[src/rtl/agc_timing_pkg.sv]
// ============================================================================
// agc_timing_pkg : shared constants, FSM state type and one-hot helper for
//                  the AGC time-pulse generator.
// Revision: 1.0
// ============================================================================
`default_nettype none

package agc_timing_pkg;

    localparam int AGC_NUM_TP = 12;
    localparam int AGC_NUM_PH = 4;

    typedef enum logic [1:0] {
        TP_IDLE = 2'd0,
        TP_RUN  = 2'd1,
        TP_HALT = 2'd2
    } tp_state_t;

    // Bit (tp-1) set for tp in 1..12; out-of-range values give all zeros.
    function automatic logic [11:0] tp_onehot(input logic [3:0] tp);
        logic [11:0] v;
        v = '0;
        for (int i = 0; i < 12; i++) begin
            if (tp == 4'(i + 1)) begin
                v[i] = 1'b1;
            end
        end
        return v;
    endfunction

endpackage

`default_nettype wire

[src/rtl/agc_phase_ctr.sv]
// ============================================================================
// agc_phase_ctr : phase counter 1..NUM_PH with wrap indication ph_last.
// Revision: 1.0
// ============================================================================
`default_nettype none

module agc_phase_ctr #(
    parameter int NUM_PH = 4,
    parameter int PH_W   = 3
) (
    input  logic            clk,
    input  logic            rst,
    input  logic            start,
    input  logic            adv,
    output logic [PH_W-1:0] ph,
    output logic            ph_last
);

    assign ph_last = (ph == PH_W'(NUM_PH));

    always_ff @(posedge clk or posedge rst) begin
        if (rst) begin
            ph <= PH_W'(NUM_PH);
        end else if (start) begin
            ph <= PH_W'(1);
        end else if (adv) begin
            ph <= ph_last ? PH_W'(1) : ph + PH_W'(1);
        end
    end

endmodule

`default_nettype wire

[src/rtl/agc_timepulse_gen.sv]
// ============================================================================
// agc_timepulse_gen : T01..T12 time pulses and phase strobes for each MCT.
//                     Monitor stop / single step enabled by AGC_MONSTOP_EN.
// Revision: 1.0
// ============================================================================
`default_nettype none

module agc_timepulse_gen
    import agc_timing_pkg::*;
#(
    parameter int NUM_TP = AGC_NUM_TP,
    parameter int NUM_PH = AGC_NUM_PH
) (
    input  logic CLOCK,
    input  logic rst,
    input  logic MSTP,
    input  logic MSTEP,
    output logic T01, output logic T02, output logic T03, output logic T04,
    output logic T05, output logic T06, output logic T07, output logic T08,
    output logic T09, output logic T10, output logic T11, output logic T12,
    output logic T01_, output logic T02_, output logic T03_, output logic T04_,
    output logic T05_, output logic T06_, output logic T07_, output logic T08_,
    output logic T09_, output logic T10_, output logic T11_, output logic T12_,
    output logic PHS2_,
    output logic PHS3_,
    output logic PHS4,
    output logic PHS4_,
    output logic MCTEND,
    output logic HALTED
);

    localparam int PH_W = $clog2(NUM_PH + 1);
    localparam int TP_W = 4;

    tp_state_t       state, next_state;
    logic [TP_W-1:0] tp;
    logic [PH_W-1:0] ph;
    logic            ph_last;
    logic            tp_last;
    logic            start;
    logic            adv;
    logic            run;
    logic            step_rise;
    logic [11:0]     t_vec;

    agc_phase_ctr #(
        .NUM_PH (NUM_PH),
        .PH_W   (PH_W)
    ) u_phase_ctr (
        .clk     (CLOCK),
        .rst     (rst),
        .start   (start),
        .adv     (adv),
        .ph      (ph),
        .ph_last (ph_last)
    );

    assign tp_last = (tp == TP_W'(NUM_TP));
    assign run     = (state == TP_RUN);

`ifdef AGC_MONSTOP_EN
    logic mstep_q;

    // Edge detector runs in every state so a rise outside HALT is consumed.
    always_ff @(posedge CLOCK or posedge rst) begin
        if (rst) begin
            mstep_q <= 1'b0;
        end else begin
            mstep_q <= MSTEP;
        end
    end

    assign step_rise = MSTEP & ~mstep_q;
    assign HALTED    = (state == TP_HALT);
`else
    logic unused_mon_inputs;
    assign unused_mon_inputs = MSTP ^ MSTEP;
    assign step_rise         = 1'b0;
    assign HALTED            = 1'b0;
`endif

    always_ff @(posedge CLOCK or posedge rst) begin
        if (rst) begin
            state <= TP_IDLE;
        end else begin
            state <= next_state;
        end
    end

    always_comb begin
        next_state = state;
        start      = 1'b0;
        adv        = 1'b0;
        case (state)
            TP_IDLE: begin
                next_state = TP_RUN;
                start      = 1'b1;
            end
            TP_RUN: begin
`ifdef AGC_MONSTOP_EN
                // Halt only at the MCT boundary, holding counters at T12 PH4.
                if (tp_last && ph_last && MSTP) begin
                    next_state = TP_HALT;
                end else begin
                    adv = 1'b1;
                end
`else
                adv = 1'b1;
`endif
            end
`ifdef AGC_MONSTOP_EN
            TP_HALT: begin
                if (!MSTP || step_rise) begin
                    next_state = TP_RUN;
                    start      = 1'b1;
                end
            end
`endif
            default: begin
                next_state = TP_IDLE;
            end
        endcase
    end

    always_ff @(posedge CLOCK or posedge rst) begin
        if (rst) begin
            tp <= TP_W'(NUM_TP);
        end else if (start) begin
            tp <= TP_W'(1);
        end else if (adv && ph_last) begin
            tp <= tp_last ? TP_W'(1) : tp + TP_W'(1);
        end
    end

    assign t_vec  = run ? tp_onehot(tp) : 12'h000;
    assign PHS2_  = ~(run && (ph == PH_W'(2)));
    assign PHS3_  = ~(run && (ph == PH_W'(3)));
    assign PHS4   = run && (ph == PH_W'(4));
    assign PHS4_  = ~PHS4;
    assign MCTEND = run && tp_last && ph_last;

    assign T01 = t_vec[0];   assign T01_ = ~t_vec[0];
    assign T02 = t_vec[1];   assign T02_ = ~t_vec[1];
    assign T03 = t_vec[2];   assign T03_ = ~t_vec[2];
    assign T04 = t_vec[3];   assign T04_ = ~t_vec[3];
    assign T05 = t_vec[4];   assign T05_ = ~t_vec[4];
    assign T06 = t_vec[5];   assign T06_ = ~t_vec[5];
    assign T07 = t_vec[6];   assign T07_ = ~t_vec[6];
    assign T08 = t_vec[7];   assign T08_ = ~t_vec[7];
    assign T09 = t_vec[8];   assign T09_ = ~t_vec[8];
    assign T10 = t_vec[9];   assign T10_ = ~t_vec[9];
    assign T11 = t_vec[10];  assign T11_ = ~t_vec[10];
    assign T12 = t_vec[11];  assign T12_ = ~t_vec[11];

endmodule

`default_nettype wire

[config.mk]
export PLATFORM = sky130hd
export DESIGN_NAME = agc_timepulse_gen
export DESIGN_NICKNAME = d
export VERILOG_FILES = /design/src/rtl/agc_timing_pkg.sv /design/src/rtl/agc_phase_ctr.sv /design/src/rtl/agc_timepulse_gen.sv
export SDC_FILE = /design/constraint.sdc
export NUM_CORES = 1
export LEC_CHECK = 0
export CAP_MARGIN = 30
export CORE_MARGIN = 3
export CORE_UTILIZATION = 40
export CTS_CLUSTER_SIZE = 28
export DETAILED_ROUTE_END_ITERATION = 8
export GPL_TIMING_DRIVEN = 0
export HOLD_SLACK_MARGIN = 0.06
export PLACE_DENSITY = 0.91
export REMOVE_ABC_BUFFERS = 1
export SETUP_SLACK_MARGIN = 0.05
export SYNTH_ARGS = -nofsm -noshare
export SYNTH_HDL_FRONTEND = slang
export SYNTH_SLANG_ARGS = --single-unit
[constraint.sdc]
create_clock -name CLOCK -period 3.55 [get_ports CLOCK]
set_input_delay 0.71 -clock CLOCK [delete_from_list [all_inputs] [get_ports CLOCK]]
set_output_delay 0.71 -clock CLOCK [all_outputs]
set_load 0.01 [all_outputs]
; After elaboration in Yosys (flattened, before gate mapping)
; Index checks and enable logic that the tools add are counted.
[word_totals]
mem_count = 0
mem_bits_rw = 0
latchBits = 0
regBits = 9
mem_bits_ro = 0
out_inout_bits = 30
[classes]
add_sub_neg = 2
muxes = 22
n_eq_ne = 16
n_div = 0
n_shift = 0
n_lt_le_gt_ge = 0
n_mul = 0
bitwise_logic = 15
n_reduce_logical = 9
[op_table]
columns = operator, n
row1 = 4-bit equality test (second input constant), 5
row2 = 4-bit by 3-bit equality test with 1-bit output (second input constant), 4
row3 = 1-bit NOT, 15
row4 = 1-bit two-way mux, 14
row5 = 12-bit two-way mux, 1
row6 = 4-bit two-way mux, 3
row7 = 3-bit two-way mux, 3
row8 = 4-bit by 2-bit equality test with 1-bit output (second input constant), 2
row9 = 3-bit by 2-bit equality test with 1-bit output (second input constant), 2
row10 = 1-bit logical AND, 6
row11 = 4-bit by 1-bit adder with 4-bit output (second input constant), 1
row12 = 4-bit by 1-bit equality test with 1-bit output (second input constant), 1
row13 = 2-bit one-hot mux with 2 select lines, 1
row14 = 2-bit nonzero test, 2
row15 = 3-bit by 1-bit adder with 3-bit output (second input constant), 1
row16 = 3-bit equality test (second input constant), 1
row17 = 2-bit by 1-bit equality test with 1-bit output (second input constant), 1
row18 = 2-bit zero test, 1

; Depth between registers and ports, before layout
[depth]
depth_word = 5
ltp_mapped = 5
mapped_depth_nobuf = 5

; Cells and area by module
; Synthesis repeated with hierarchy kept, for this count alone.
[hier_totals]
cells_unflattened = 86
area_unflattened_um2 = 650.6
[by_module_without_submodules]
columns = module, area_each_um2, instances, cells_each
row1 = agc_timepulse_gen, 471.7, 1, 68
row2 = agc_phase_ctr, 178.9, 1, 18

; Least setup slack after synthesis
; OpenSTA, ideal clock, no wires.
[synth_path]
kind = reg-to-output
startpoint = register tp[1]
endpoint = output port MCTEND
stages_incl_launch_ff = 5
arrival_ns = 1.178
path_slack_ns = 1.662
path_buffers = 0
required_ns = 2.840
cell_sequence = dfrtp_1 inv_1 ha_1 nand4_1 nor2_1
[synth_between]
elab_chain_len = 3
[synth_lines]
columns = item, line_no
row1 = from (decl), agc_timepulse_gen.sv:36  ; logic [TP_W-1:0] tp;
row2 = from (signal assigned), agc_timepulse_gen.sv:127  ; tp <= TP_W'(NUM_TP);
row3 = from (signal assigned), agc_timepulse_gen.sv:131  ; tp <= tp_last ? TP_W'(1) : tp + TP_W'(1);
row4 = 4-bit equality test, agc_timepulse_gen.sv:58  ; assign tp_last = (tp == TP_W'(NUM_TP));
row5 = 1-bit logical AND (2 in series), agc_timepulse_gen.sv:140  ; assign MCTEND = run && tp_last && ph_last;
row6 = to (decl), agc_timepulse_gen.sv:28  ; output logic MCTEND,
; No other way between the ends.

; Worst setup path after layout
; Ends and elaborated chain as after synthesis.

==> flow_summary.toml <==
[run]
drv_cap = 0

[global_routing]
grt-ovfl-total = 0
first_global_vias = 602
grt_max_degree = 14
grt_first_pass_wirelength_um = 2530
grt_use_total = 0.163
antenna_found_initial = 0

[pwr]
internal_power_w = 0.000162
finalPower_w = 0.000227
p_leak_nw = 0.466
p_switching_w = 0.0000654
power_density_nw_per_um2 = 233
sequentialPowerShare = 0.471
swShare = 0.288
power_frac_clock = 0.344
pwr-share-comb = 0.185
peakVddDrop_uv = 177

[clock_network]
post_cts_resized = 0
cts_buffers = 3
cts_root_buffer = "clkbuf_4"
clock_latency_ps = 260
hold_buffers = 0
cts_tree = "done"
cts.sinks = 8
post_cts_buffers = 0
clockBufferDepth = 2
htree_levels = 1
clkTransAtPathRegs_ps = 60

[floorplanning]
initial_core_util = 0.460
die_h_um = 46.3
die_x_um = 46.3
ios = 34
rows = 13
core_um2 = 1420
die_area_um2 = 2150

[cells_and_area]
drive_above_1_share = 0.101
utilization = 0.688
antenna_cells = 0
design_area_um2 = 973
area_growth_pct = 49.6
num-nets-final = 122

[synth]
synth_cell_type_count = 26
syn-instance-count = 79
synth.cell_area_um2 = 651
ys_ff_latch = 8
syn_avg_cell_area_um2 = 8.24
ys_seq_area_frac = 0.313
yosysWarnings = 0

[critical_path]
cp.arrival_ps = 2010
critPathKind = "reg -> out"
cp_max_fo = 7
worstSetupStartpointType = "flop"
end_kind = "primary output"
required_ps = 2840

[sta]
finalHoldViolations = 0
worst_slack_ps = 835
post-route-period-util = 0.765
fin_skew_ps = 2.23
min_period_ps = 2720
fmax_mhz = 368
fin_tns_setup_ps = 0
slew_violations = 0
rsz0062_at_grt = "no"
setup_viol = 0

[status]
outcome = "finished clean"

[worst_hold_path]
hp-class = "reg -> reg"

[drt]
postRouteAntennaNets = 0
wl_per_cell_um = 12.6
first_pass_iters = 4
drt_iter0_drc = 12
viasPerCell = 5.02
vias = 622
drc = 0
wl_um = 1570

[placed_design]
place_congestion = 0.732
dp_slack_ps = 1100
port_buffers = 30
placed_area_um2 = 947
dp_hpwl_um = 1300
## layer usage
metal	vias to the layer above	wire [µm]	global-route usage
li1	308	-	-
met1	284	567	0.164
met2	30	834	0.313
met3	0	164	0.0313
met4	0	0	0.0739
met5	-	0	0
## cells in the mapped netlist (all sizes together)
| library cell | n | share of area |
|---|---|---|
| and3b | 1 | 0.013 |
| a21boi | 1 | 0.012 |
| a21oi | 3 | 0.023 |
| and2 | 8 | 0.077 |
| a31oi | 1 | 0.0096 |
| o41ai | 1 | 0.025 |
| ha | 8 | 0.15 |
| conb | 2 | 0.012 |
| and3 | 1 | 0.0096 |
| nor2 | 2 | 0.023 |
| nand4 | 1 | 0.0096 |
| clkbuf | 1 | 0.0077 |
| o221a | 1 | 0.017 |
| o21ai | 1 | 0.0077 |
| dfrtp | 5 | 0.19 |
| nand3 | 9 | 0.069 |
| nor2b | 1 | 0.021 |
| o211ai | 1 | 0.012 |
| inv | 12 | 0.069 |
| buf | 3 | 0.027 |
| and2b | 1 | 0.015 |
| nand2 | 12 | 0.073 |
| dfstp | 3 | 0.12 |
## metrics by stage
step,hold slack (ps),instances
after global placement,461,120
after floorplan,437,75
final,483,124
after CTS,491,124
after global routing,514,124
after detailed placement,483,120
## flip-flops by register name (all words and copies together) (netlist names)
register and flops:
state 1, tp 4, u_phase_ctr.ph 3
## cells by family after synthesis
family	synth area share
flip-flops	0.313
other	0.0115
AND/OR/NAND/NOR	0.312
adder cells (fa/ha/maj)	0.154
buffers and inverters	0.104
AO/OA/AOI/OAI	0.106
## power by group through the flow
| stage | combinational, W | clock [W] | sequential, W |
|---|---|---|---|
| 2_1_floorplan | 0.0000266 | 0 | 0.000106 |
| 3_3_place_gp | 0.0000401 | 0 | 0.000107 |
| 3_5_place_dp | 0.0000427 | 0 | 0.000108 |
| 4_1_cts | 0.0000429 | 0.0000805 | 0.000107 |
| 5_1_grt | 0.0000479 | 0.0000859 | 0.000108 |
| 6_report | 0.0000419 | 0.0000781 | 0.000107 |
## final timing paths
check / startpoint / end / slack (ps) / cells past startpoint
min in group asynchronous: rst / u_phase_ctr.ph[1] / 690 / 2
setup reg to reg: u_phase_ctr.ph[0] / tp[3] / 2200 / 5
hold / removal: u_phase_ctr.ph[0] / u_phase_ctr.ph[0] / 480 / 1
setup / recovery: tp[1] / MCTEND / 830 / 5
max in group asynchronous: rst / tp[3] / 2570 / 2
hold reg to reg: u_phase_ctr.ph[0] / u_phase_ctr.ph[0] / 480 / 1
## placed cells by master (no fill, tap or decap)
cell / Yosys / layout
nor2_4: 1 / 1
o21ai_1: 1 / 1
nand3_1: 9 / 9
a21boi_0: 1 / 1
dfstp_2: 3 / 3
clkdlybuf4s50_1: 0 / 30
and2b_4: 1 / 1
o221a_1: 1 / 1
and2_1: 8 / 8
a21oi_1: 3 / 3
and3_1: 1 / 1
nand2_2: 1 / 1
dfrtp_1: 5 / 5
ha_1: 8 / 8
conb_1: 2 / 2
nand2_1: 11 / 11
and3b_1: 1 / 1
o211ai_1: 1 / 1
clkbuf_4: 0 / 3
nor2_1: 1 / 1
clkbuf_1: 0 / 1
nor2b_4: 1 / 1
nand4_1: 1 / 1
inv_1: 12 / 12
o41ai_2: 1 / 1
a31oi_1: 1 / 1
## layout make-up
class / count / area, µm²
sequential: 8 / 204
multi-input combinational: 55 / 379
clock buffer: 4 / 26.3
tap: 15 / 18.8
fill: 120 / 442
inverter: 12 / 45.0
timing repair buffer: 30 / 300
## worst max-delay path, stage by stage, from the launching register on
cell and delay [ps]:
dfrtp_1 440, inv_1 140, ha_1 300, nand4_1 190, nor2_1 140, clkdlybuf4s50_1 550
Power figures use the tool's default switching activity.
